File: src/rtl/board_pkg.sv
// Shared board-level constants and the key FSM state encoding.
//   CLK_FREQ_HZ        : board system clock frequency
//   DEB_MS             : key debounce window in milliseconds
//   DEB_CYCLES_DEFAULT : debounce window expressed in clk cycles
//   key_state_t        : per-key debounce FSM state
package board_pkg;

  localparam int CLK_FREQ_HZ        = 50_000_000;
  localparam int DEB_MS             = 20;
  localparam int DEB_CYCLES_DEFAULT = (CLK_FREQ_HZ / 1000) * DEB_MS;

  typedef enum logic [1:0] {
    IDLE         = 2'd0,
    PRESS_WAIT   = 2'd1,
    DOWN         = 2'd2,
    RELEASE_WAIT = 2'd3
  } key_state_t;

endpackage

File: src/rtl/key_debounce_ch.sv
// One key channel: 2-flop synchroniser, polarity normalisation, stability
// counter and debounce FSM with registered level and strobe outputs.
//   clk         : system clock
//   rst_n       : asynchronous active-low reset
//   key_raw     : raw key pin, asynchronous to clk
//   key_level   : debounced state, 1 = pressed
//   key_press   : 1-cycle strobe on accepted press
//   key_release : 1-cycle strobe on accepted release
module key_debounce_ch
  import board_pkg::*;
#(
  parameter int DEB_CYCLES = DEB_CYCLES_DEFAULT,
  parameter bit ACTIVE_LOW = 1'b1
) (
  input  logic clk,
  input  logic rst_n,
  input  logic key_raw,
  output logic key_level,
  output logic key_press,
  output logic key_release
);

  localparam int            CNT_W    = $clog2(DEB_CYCLES);
  localparam logic [CNT_W-1:0] CNT_LAST = CNT_W'(DEB_CYCLES - 1);
  // Pin level of a released key; the synchroniser resets to it so that
  // leaving reset never looks like a press edge.
  localparam logic          RELEASED = ACTIVE_LOW;

  logic [1:0]       sync;
  logic             p;
  key_state_t       state;
  logic [CNT_W-1:0] cnt;

  // NOTE: sequential state uses non-blocking assignments only, so every
  // flop samples the pre-edge values of the others regardless of block order.
  always_ff @(posedge clk or negedge rst_n) begin
    if (!rst_n) begin
      sync <= {2{RELEASED}};
    end else begin
      sync <= {sync[0], key_raw};
    end
  end

  // Normalised pressed flag: 1 = pressed for either pin polarity.
  assign p = sync[1] ^ ACTIVE_LOW;

  // Strobes default low every cycle and are set only on the accepting
  // transition, so they are single-cycle by construction.
  always_ff @(posedge clk or negedge rst_n) begin
    if (!rst_n) begin
      state       <= IDLE;
      cnt         <= '0;
      key_level   <= 1'b0;
      key_press   <= 1'b0;
      key_release <= 1'b0;
    end else begin
      key_press   <= 1'b0;
      key_release <= 1'b0;
      case (state)
        IDLE: begin
          if (p) begin
            state <= PRESS_WAIT;
            cnt   <= '0;
          end
        end
        PRESS_WAIT: begin
          if (!p) begin
            state <= IDLE;            // glitch rejected
            cnt   <= '0;
          end else if (cnt == CNT_LAST) begin
            state     <= DOWN;
            cnt       <= '0;
            key_press <= 1'b1;
            key_level <= 1'b1;
          end else begin
            cnt <= cnt + CNT_W'(1);
          end
        end
        DOWN: begin
          if (!p) begin
            state <= RELEASE_WAIT;
            cnt   <= '0;
          end
        end
        RELEASE_WAIT: begin
          if (p) begin
            state <= DOWN;            // bounce while held, no strobe
            cnt   <= '0;
          end else if (cnt == CNT_LAST) begin
            state       <= IDLE;
            cnt         <= '0;
            key_release <= 1'b1;
            key_level   <= 1'b0;
          end else begin
            cnt <= cnt + CNT_W'(1);
          end
        end
        default: begin
          state <= IDLE;
          cnt   <= '0;
        end
      endcase
    end
  end

endmodule

File: src/rtl/key_debounce.sv
// Debounces N_KEYS asynchronous push-buttons into clean levels and
// one-cycle press/release strobes. Channels are fully independent.
//   clk         : system clock (50 MHz on board)
//   rst_n       : asynchronous active-low reset
//   key_in      : raw key pins, asynchronous to clk
//   key_level   : debounced state per key, 1 = pressed
//   key_press   : 1-cycle strobe per key on accepted press
//   key_release : 1-cycle strobe per key on accepted release
module key_debounce
  import board_pkg::*;
#(
  parameter int N_KEYS     = 4,
  parameter int DEB_CYCLES = DEB_CYCLES_DEFAULT,
  parameter bit ACTIVE_LOW = 1'b1
) (
  input  logic              clk,
  input  logic              rst_n,
  input  logic [N_KEYS-1:0] key_in,
  output logic [N_KEYS-1:0] key_level,
  output logic [N_KEYS-1:0] key_press,
  output logic [N_KEYS-1:0] key_release
);

  for (genvar i = 0; i < N_KEYS; i++) begin : g_ch
    key_debounce_ch #(
      .DEB_CYCLES (DEB_CYCLES),
      .ACTIVE_LOW (ACTIVE_LOW)
    ) u_ch (
      .clk         (clk),
      .rst_n       (rst_n),
      .key_raw     (key_in[i]),
      .key_level   (key_level[i]),
      .key_press   (key_press[i]),
      .key_release (key_release[i])
    );
  end

endmodule
File: config.mk
export PLATFORM = sky130hd
export DESIGN_NAME = key_debounce
export DESIGN_NICKNAME = d
export VERILOG_FILES = /design/src/rtl/board_pkg.sv /design/src/rtl/key_debounce_ch.sv /design/src/rtl/key_debounce.sv
export SDC_FILE = /design/constraint.sdc
export NUM_CORES = 1
export LEC_CHECK = 0
export BUFFER_PORTS_ARGS = -buffer_cell sky130_fd_sc_hd__buf_2
export CAP_MARGIN = 20
export CORE_ASPECT_RATIO = 1.2
export CORE_MARGIN = 8
export CORE_UTILIZATION = 23
export CTS_CLUSTER_SIZE = 14
export DETAILED_ROUTE_END_ITERATION = 16
export SLEW_MARGIN = 20
export SYNTH_ARGS = -nofsm -noshare
export SYNTH_HDL_FRONTEND = slang
export SYNTH_SLANG_ARGS = --single-unit
export TNS_END_PERCENT = 20
File: constraint.sdc
create_clock -name clk -period 2.5 [get_ports clk]
set_input_delay 0.25 -clock clk [delete_from_list [all_inputs] [get_ports clk]]
set_output_delay 0.25 -clock clk [all_outputs]
set_load 0.03 [all_outputs]
==> out/results.ini, run 1 <==
[route]
routed-via-count = 4473
via_per_inst = 4.77
drt_iter0_markers = 252
wl_per_cell_um = 12.5
drc = 0
routed_wl_um = 11700
drtPass1Iterations = 4
ant_nets = 0

[clock_network]
cts_tree = done
clkSinkCount = 108
cts_max_level = 3
clockBufferDepth = 2
cts_made_buffers = 9
worstSkewPairLatency_ns = 0.36
path_clk_slew_ns = 0.07
cts_root_buffer = clkbuf_16

[timing]
max_slew_margin = 0.525
clock_skew_ns = 0.00645
report.final.slew_viol_count = 0
worst_pin_slew_ns = 0.710
setup_tns_ns = 0
final.period_utilization = 0.908
setup_violations = 0
clock.fmax_ghz = 0.441
fin_crit_ns = 2.27
finalHoldViolCount = 0
rsz0062_at_grt = no

[floorplan]
start_util = 0.232
coreArea_mm2 = 0.0238
dieArea_mm2 = 0.0293
row_count = 62
chipHeight_um = 186
io_pins = 18
die_x_um = 158

[power]
irDropWorstVdd_uv = 341
internal_power_w = 0.00278
p_leak_nw = 2.64
p_sw_w = 0.000947
p_comb_frac = 0.091
p_per_area_mw_per_mm2 = 584
pwr-share-clk = 0.405
swShare = 0.254
seq_power_share = 0.504

[final_layout]
area_growth_pct = 15.6
n_fill_cell = 2496
drive_gt1_frac = 0.123
final_cell_mix = 100 x dfrtp_1, 76 x nand2_1, 57 x a31oi_1
final_cell_area_mm2 = 0.00639
fin_cells = 938
final_nets = 623
layout_commonest_cell = dfrtp_1
diodes = 0

[placement]
dp.cells = 917
gp_congestion = 0.752
portBuffers = 17
post-dp-hpwl_um = 7800
dpl_cell_area_mm2 = 0.00599

[synthesis]
syn_area_mm2 = 0.00553
yosysUniqueCellTypes = 58
ys_ff_latch = 108
synth_nets = 603
synth_cells = 593
yosys_warnings = 0
synth-edff-count = 0
avgSynthCellArea_um2 = 9.32
synthFlopType = dfrtp_1
async_flop_share = 1.00
yosysSeqAreaShare = 0.491

[min_path]
whs_path_depth = 0
min_path_type = register to register

[grt]
grt_pass1_wl_um = 20400
grt_usage = 0.0838
grt_start_max_net_pins = 48
antenna_found_initial = 0
grt_overflow = 0
grt_pass1_vias = 4219

[flow_run]
cap_violations = 0

[critical_path]
crit_arrival_ns = 2.49
critPathCaptureType = register
worst_setup_path_start_kind = register
r2r.worst_path.cells = 6
path_max_fanout = 17
cp.required_ns = 2.72
crit_type = register to register

[status]
status = finished clean

==> sequential cells by signal, indices dropped and copies added, names as in the netlist, named ones only <==
signal / count
g_ch.u_ch.cnt: 80
g_ch.u_ch.sync: 8
g_ch.u_ch.key_level: 4
g_ch.u_ch.key_press: 4
g_ch.u_ch.key_release: 4
g_ch.u_ch.state: 4
==> per-stage QoR <==
step           power [W]  worst slack, ns  hold WS, ns   util
2_1_floorplan    0.00213            0.309      -0.0456      -
3_3_place_gp     0.00224            0.145        0.294  0.252
3_5_place_dp     0.00225           0.0478        0.297  0.252
4_1_cts          0.00379           0.0563     0.000639  0.267
5_1_grt          0.00393           0.0843        0.359  0.268
6_report         0.00373            0.231        0.357  0.268
==> timing repair <==
item	4_1_cts	5_1_grt
endpoints found under the setup margin	0	8
setup buffers	0	0
resized for setup	0	2
endpoints found under the hold margin	43	1
hold buffers	4	1
==> worst max-delay path, cell delays in order (launching register included) <==
cell	delay, ns
dfrtp_1	0.43
or4b_1	0.54
or4b_1	0.50
o21ba_1	0.20
buf_4	0.19
a41oi_1	0.21
a31oi_1	0.06
==> logic make-up (layout without fill, tap and decap cells) <==
kind of cell / after synthesis / in the layout / share of synthesized area
AO/OA/AOI/OAI: 168 / 168 / 0.194
XOR/XNOR: 5 / 5 / 0.00792
adder cells (fa/ha/maj): 4 / 4 / 0.00906
buffers and inverters: 45 / 70 / 0.0441
flip-flops: 108 / 108 / 0.491
multiplexers: 9 / 9 / 0.0168
AND/OR/NAND/NOR: 254 / 254 / 0.237
==> power by group through the flow <==
stage                     clock network [W]  registers [W]  logic [W]
after floorplan                           0        0.00190   0.000236
after global placement                    0        0.00191   0.000331
after detailed placement                  0        0.00191   0.000337
after CTS                           0.00157        0.00188   0.000342
after global routing                0.00164        0.00190   0.000393
final                               0.00151        0.00188   0.000338
==> layout make-up <==
| type | count | area (µm²) | share of cell area |
|---|---|---|---|
| inverters | 11 | 41.3 | 0.00647 |
| clock inverters | 3 | 43.8 | 0.00686 |
| clock buffers | 13 | 270 | 0.0423 |
| flip-flops and latches | 108 | 2710 | 0.425 |
| multi-input cells | 440 | 2610 | 0.409 |
| well taps | 320 | 400 | 0.0627 |
| repair buffers | 43 | 308 | 0.0482 |
==> per-layer routing <==
metal  wire length, µm  vias to the layer above  global-route usage
met4               173                        0              0.0275
met3               373                       11              0.0186
met2              5490                       65               0.137
met5                 0                        -                   0
li1                  -                     2253                   -
met1              5710                     2144               0.108
==> synthesized netlist by cell type, types with 5 or more instances <==
| master | instances | area, µm² |
|---|---|---|
| dfrtp_1 | 100 | 2500 |
| nand2_1 | 76 | 285 |
| a31oi_1 | 57 | 357 |
| nand3_1 | 43 | 215 |
| a21oi_1 | 42 | 210 |
| nor2_1 | 34 | 128 |
| o21ai_0 | 24 | 120 |
| nand4_1 | 17 | 106 |
| and3_1 | 16 | 100 |
| clkbuf_1 | 15 | 56.3 |
| a41oi_1 | 13 | 114 |
| buf_4 | 12 | 90.1 |
| inv_1 | 11 | 41.3 |
| nor3_1 | 10 | 50.1 |
| a22o_1 | 9 | 78.8 |
| nand2b_1 | 9 | 56.3 |
| nor4_1 | 9 | 56.3 |
| dfstp_2 | 8 | 210 |
| mux2i_1 | 7 | 70.1 |
| a21o_1 | 6 | 45.0 |
| and2_1 | 6 | 37.5 |
| and4_1 | 5 | 43.8 |
==> final timing paths <==
check	endpoint	slack (ns)	startpoint
max in group asynchronous	g_ch[1].u_ch.sync[1]	1.31	rst_n
worst min register to register	g_ch[2].u_ch.sync[1]	0.36	g_ch[2].u_ch.sync[0]
min in group asynchronous	g_ch[3].u_ch.cnt[19]	0.44	rst_n
worst min-delay path	g_ch[2].u_ch.sync[1]	0.36	g_ch[2].u_ch.sync[0]
worst max register to register	g_ch[0].u_ch.cnt[8]	0.23	g_ch[0].u_ch.cnt[15]
worst max-delay path	g_ch[0].u_ch.cnt[8]	0.23	g_ch[0].u_ch.cnt[15]
Power figures use the tool's default switching activity.
==> run 2, diff against run 1 <==
--- a/config.mk
+++ b/config.mk
@@ -12,6 +12,8 @@
 export CORE_UTILIZATION = 23
 export CTS_CLUSTER_SIZE = 14
 export DETAILED_ROUTE_END_ITERATION = 16
+export PLACE_DENSITY = 0.36
+export SETUP_SLACK_MARGIN = 0.5
 export SLEW_MARGIN = 20
 export SYNTH_ARGS = -nofsm -noshare
 export SYNTH_HDL_FRONTEND = slang
==> out/results.ini, run 2 (synthesized netlist as in run 1, its figures left out) <==
[status]
status = finished clean

[power]
swShare = 0.277
internal_power_w = 0.00279
seq_power_share = 0.489
p_comb_frac = 0.116
p_per_area_mw_per_mm2 = 578
pwr-share-clk = 0.396
irDropWorstVdd_uv = 314
p_sw_w = 0.00107
p_leak_nw = 2.75

[final_layout]
final_nets = 637
area_growth_pct = 21.1
layout_commonest_cell = dfrtp_1
drive_gt1_frac = 0.179
final_cell_mix = 97 x dfrtp_1, 76 x nand2_1, 56 x a31oi_1
largest_reg_flops = 80
diodes = 0
reg_top3 = g_ch.u_ch.cnt x80, g_ch.u_ch.sync x8
largest-register = g_ch.u_ch.cnt

[route]
via_per_inst = 4.94
routed_wl_um = 14000
routed-via-count = 4699
wl_per_cell_um = 14.7
drt_iter0_markers = 282
drtPass1Iterations = 4
drc = 0
ant_nets = 0

[timing]
report.final.slew_viol_count = 0
fin_crit_ns = 2.17
worst_pin_slew_ns = 0.636
clock.fmax_ghz = 0.460
setup_tns_ns = 0
setup_violations = 0
clock_skew_ns = 0.0125
rsz0062_at_grt = yes
final.period_utilization = 0.870
max_slew_margin = 0.574
hold_slack_ns = 0.299
finalHoldViolCount = 0

[critical_path]
critPathCaptureType = register
worst-r2r-setup-slack_ns = 0.33
path_max_fanout = 10
crit_arrival_ns = 2.40
crit_type = register to register
worst_setup_path_start_kind = register
cp.required_ns = 2.73

[clock_network]
worstSkewPairLatency_ns = 0.36
path_clk_slew_ns = 0.08
cts_max_level = 3
cts_made_buffers = 9
clockBufferDepth = 2
cts_tree = done
cts_root_buffer = clkbuf_16
clkSinkCount = 108

[placement]
portBuffers = 17
post-dp-hpwl_um = 8700
gp_congestion = 0.744

[floorplan]
start_util = 0.232
die_x_um = 158
chipHeight_um = 186
io_pins = 18
dieArea_mm2 = 0.0293
coreArea_mm2 = 0.0238
row_count = 62

[grt]
grt_start_max_net_pins = 71
grt_pass1_wl_um = 22800
antenna_found_initial = 0
grt_overflow = 0
grt_usage = 0.0964
grt_pass1_vias = 4482

[flow_run]
cap_violations = 0

[min_path]
min_path_type = input port to async pin

## run 2: worst paths after layout
check                                startpoint                   end  depth (start not counted)
max                        g_ch[0].u_ch.cnt[15]   g_ch[0].u_ch.cnt[4]                          6
min                                       rst_n  g_ch[1].u_ch.cnt[12]                          2
max reg2reg                g_ch[0].u_ch.cnt[15]   g_ch[0].u_ch.cnt[4]                          6
min reg2reg                g_ch[2].u_ch.sync[0]  g_ch[2].u_ch.sync[1]                          0
max in group asynchronous                 rst_n  g_ch[0].u_ch.sync[1]                          3
min in group clk           g_ch[2].u_ch.sync[0]  g_ch[2].u_ch.sync[1]                          0
## run 2: critical path, cell delays in order, from the launching register on
cell     delay (ns)
dfrtp_1        0.38
or4b_1         0.51
or4b_4         0.50
o21ba_4        0.25
buf_12         0.15
a41oi_2        0.19
a31oi_1        0.06
## run 2: stage by stage
| step | setup slack (ns) | utilization | cells | total power (W) | cell area [µm²] |
|---|---|---|---|---|---|
| 2_1_floorplan | 0.309 | - | 593 | 0.00214 | 5530 |
| 3_3_place_gp | 0.239 | 0.252 | 916 | 0.00226 | 5990 |
| 3_5_place_dp | 0.199 | 0.252 | 916 | 0.00226 | 5990 |
| 4_1_cts | 0.307 | 0.272 | 945 | 0.00391 | 6480 |
| 5_1_grt | 0.252 | 0.281 | 952 | 0.00406 | 6690 |
| 6_report | 0.325 | 0.281 | 952 | 0.00387 | 6690 |
## run 2: final cells by class
cell class	count	area [µm²]
Clock buffer	9	225
Inverter	11	41.3
Multi-Input combinational cell	440	2720
Clock inverter	7	82.6
Fill cell	2523	17100
Timing Repair Buffer	57	502
Sequential cell	108	2720
Tap cell	320	400
## run 2: power by group through the flow
stage,logic (W),registers (W),clock network [W]
floorplan,0.000237,0.00190,0
global placement,0.000341,0.00191,0
detailed placement,0.000348,0.00192,0
CTS,0.000429,0.00188,0.00159
global route,0.000505,0.00190,0.00165
finish,0.000447,0.00189,0.00153
## run 2: what timing repair did
| item | 4_1_cts | 5_1_grt |
|---|---|---|
| gates resized for setup | 8 | 27 |
| buffers inserted | 7 | 5 |
| hold endpoints to repair | 19 | 0 |
| hold buffers | 5 | 0 |
| setup endpoints to repair | 63 | 90 |
| pin swaps | 2 | 2 |
| gates cloned | 1 | 2 |
## run 2: per-layer routing
| layer | GRT usage | vias to the layer above | share of wire |
|---|---|---|---|
| li1 | - | 2291 | - |
| met1 | 0.122 | 2326 | 0.48 |
| met2 | 0.161 | 68 | 0.48 |
| met3 | 0.0135 | 14 | 0.024 |
| met4 | 0.0412 | 0 | 0.015 |
| met5 | 0 | - | 0 |
==> run 3, diff against run 2 <==
--- a/config.mk
+++ b/config.mk
@@ -12,6 +12,7 @@
 export CORE_UTILIZATION = 23
 export CTS_CLUSTER_SIZE = 14
 export DETAILED_ROUTE_END_ITERATION = 16
+export MAX_ROUTING_LAYER = met4
 export PLACE_DENSITY = 0.36
 export SETUP_SLACK_MARGIN = 0.5
 export SLEW_MARGIN = 20
==> out/results.ini, run 3 (synthesized netlist as in run 1, its figures left out) <==
[final_layout]
reg_top3 = g_ch.u_ch.cnt x80, g_ch.u_ch.sync x8
largest_reg_flops = 80
largest-register = g_ch.u_ch.cnt
layout_commonest_cell = dfrtp_1
area_growth_pct = 21.1
fin_cells = 952
final_nets = 637
n_fill_cell = 2523
final_cell_mix = 97 x dfrtp_1, 76 x nand2_1, 56 x a31oi_1
diodes = 0
drive_gt1_frac = 0.179

[critical_path]
cp-startpoint = g_ch[0].u_ch.cnt[15]
path_buf_inv = 1
max_stage_delay_ns = 0.51
path_max_fanout = 10
worst-r2r-setup-slack_ns = 0.32
r2r.worst_path.cells = 6
cp.required_ns = 2.73
worst_setup_path_start_kind = register
slowest_stage = or4b_1
r2r_end = g_ch[0].u_ch.cnt[4]
path_cells = or4b_1 > or4b_4 > o21ba_4 > buf_12 > a41oi_2 > a31oi_1
critPathCaptureType = register
crit_family = simple AND/OR/NAND/NOR gates
timing.rr.start = g_ch[0].u_ch.cnt[15]
crit_type = register to register
crit_arrival_ns = 2.41

[grt]
grt_pass1_wl_um = 22800
grt_start_max_net_pins = 71
grt_usage = 0.0991
antenna_found_initial = 0
grt_overflow = 0
grt_pass1_vias = 4485

[power]
p_comb_frac = 0.116
seq_power_share = 0.488
irDropWorstVdd_uv = 319
p_leak_nw = 2.75
pwr-share-clk = 0.397
swShare = 0.278
total_power_w = 0.00387
p_per_area_mw_per_mm2 = 579
p_sw_w = 0.00108
internal_power_w = 0.00279

[placement]
post-dp-hpwl_um = 8700
dp.cells = 916
portBuffers = 17
gp_congestion = 0.752
pre_cts_ws_ns = 0.199

[clock_network]
cts_max_level = 3
clkSinkCount = 108
cts_root_buffer = clkbuf_16
cts_tree = done
worstSkewPairLatency_ns = 0.36
cts_made_buffers = 9
clockBufferDepth = 2
path_clk_slew_ns = 0.08

[status]
status = finished clean

[timing]
fin_crit_ns = 2.18
setup_ws_ns = 0.320
setup_tns_ns = 0
report.final.slew_viol_count = 0
finalHoldViolCount = 0
clock.fmax_ghz = 0.459
final.period_utilization = 0.872
setup_violations = 0
worst_pin_slew_ns = 0.654
clock_skew_ns = 0.0122
rsz0062_at_grt = yes
max_slew_margin = 0.562

[route]
drtPass1Iterations = 4
routed-via-count = 4687
drc = 0
drt_iter0_markers = 340
wl_per_cell_um = 14.7
via_per_inst = 4.92
routed_wl_um = 14000
ant_nets = 0

[floorplan]
chipHeight_um = 186
dieArea_mm2 = 0.0293
io_pins = 18
die_x_um = 158
start_util = 0.232
coreArea_mm2 = 0.0238
row_count = 62

[flow_run]
cap_violations = 0

[min_path]
min_path_type = input port to async pin

==> run 3: cell type report <==
type                       instances  area, µm²  area share
inverter                          11       41.3     0.00617
sequential                       108       2720       0.406
multi-input combinational        440       2720       0.407
clock inverter                     7       82.6      0.0123
tap                              320        400      0.0598
clock buffer                       9        225      0.0337
timing repair buffer              57        502      0.0750
==> run 3: worst max-delay path by stage <==
| stage | end | slack [ns] | depth (start not counted) |
|---|---|---|---|
| after floorplan | g_ch[0].u_ch.cnt[0] | 0.31 | 6 |
| after global placement | g_ch[0].u_ch.cnt[4] | 0.24 | 6 |
| after detailed placement | g_ch[0].u_ch.cnt[4] | 0.20 | 6 |
| after CTS | g_ch[0].u_ch.cnt[8] | 0.31 | 6 |
| after global routing | g_ch[0].u_ch.cnt[8] | 0.25 | 6 |
| final | g_ch[0].u_ch.cnt[4] | 0.32 | 6 |
==> run 3: worst register-to-register path, delay by kind of cell, from the launching register on <==
family	cells	cell delay, ns
DFF	1	0.38
and+or+nand+nor	2	1.01
buffers and inverters	1	0.15
AOI/OAI and AO/OA	3	0.51
==> run 3: per-stage QoR <==
| stage | area (µm²) | hold slack, ns | utilization |
|---|---|---|---|
| after global placement | 5990 | 0.135 | 0.252 |
| after floorplan | 5530 | -0.0456 | - |
| after CTS | 6480 | 0.289 | 0.272 |
| final | 6690 | 0.297 | 0.281 |
| after global routing | 6690 | 0.310 | 0.281 |
| after detailed placement | 5990 | 0.144 | 0.252 |
==> run 3: power groups by stage <==
stage	sequential, W	combinational, W	clock (W)
after floorplan	0.00190	0.000237	0
after global placement	0.00191	0.000341	0
after detailed placement	0.00192	0.000348	0
after CTS	0.00188	0.000429	0.00159
after global routing	0.00190	0.000504	0.00165
final	0.00189	0.000447	0.00154
==> run 3: metal layers <==
metal / wire [µm] / track usage / vias to the layer above
met5: 0 / - / -
met4: 233 / 0.0412 / 0
met3: 283 / 0.0125 / 13
met2: 6760 / 0.161 / 58
met1: 6720 / 0.123 / 2331
li1: - / - / 2285
==> run 3: timing repair <==
action | in CTS | in global routing
setup endpoints to repair | 63 | 90
endpoints found under the hold margin | 19 | 0
gates resized for setup | 8 | 27
cloned | 1 | 2
pin swaps | 2 | 2
hold buffers | 5 | 0
setup buffers | 7 | 5
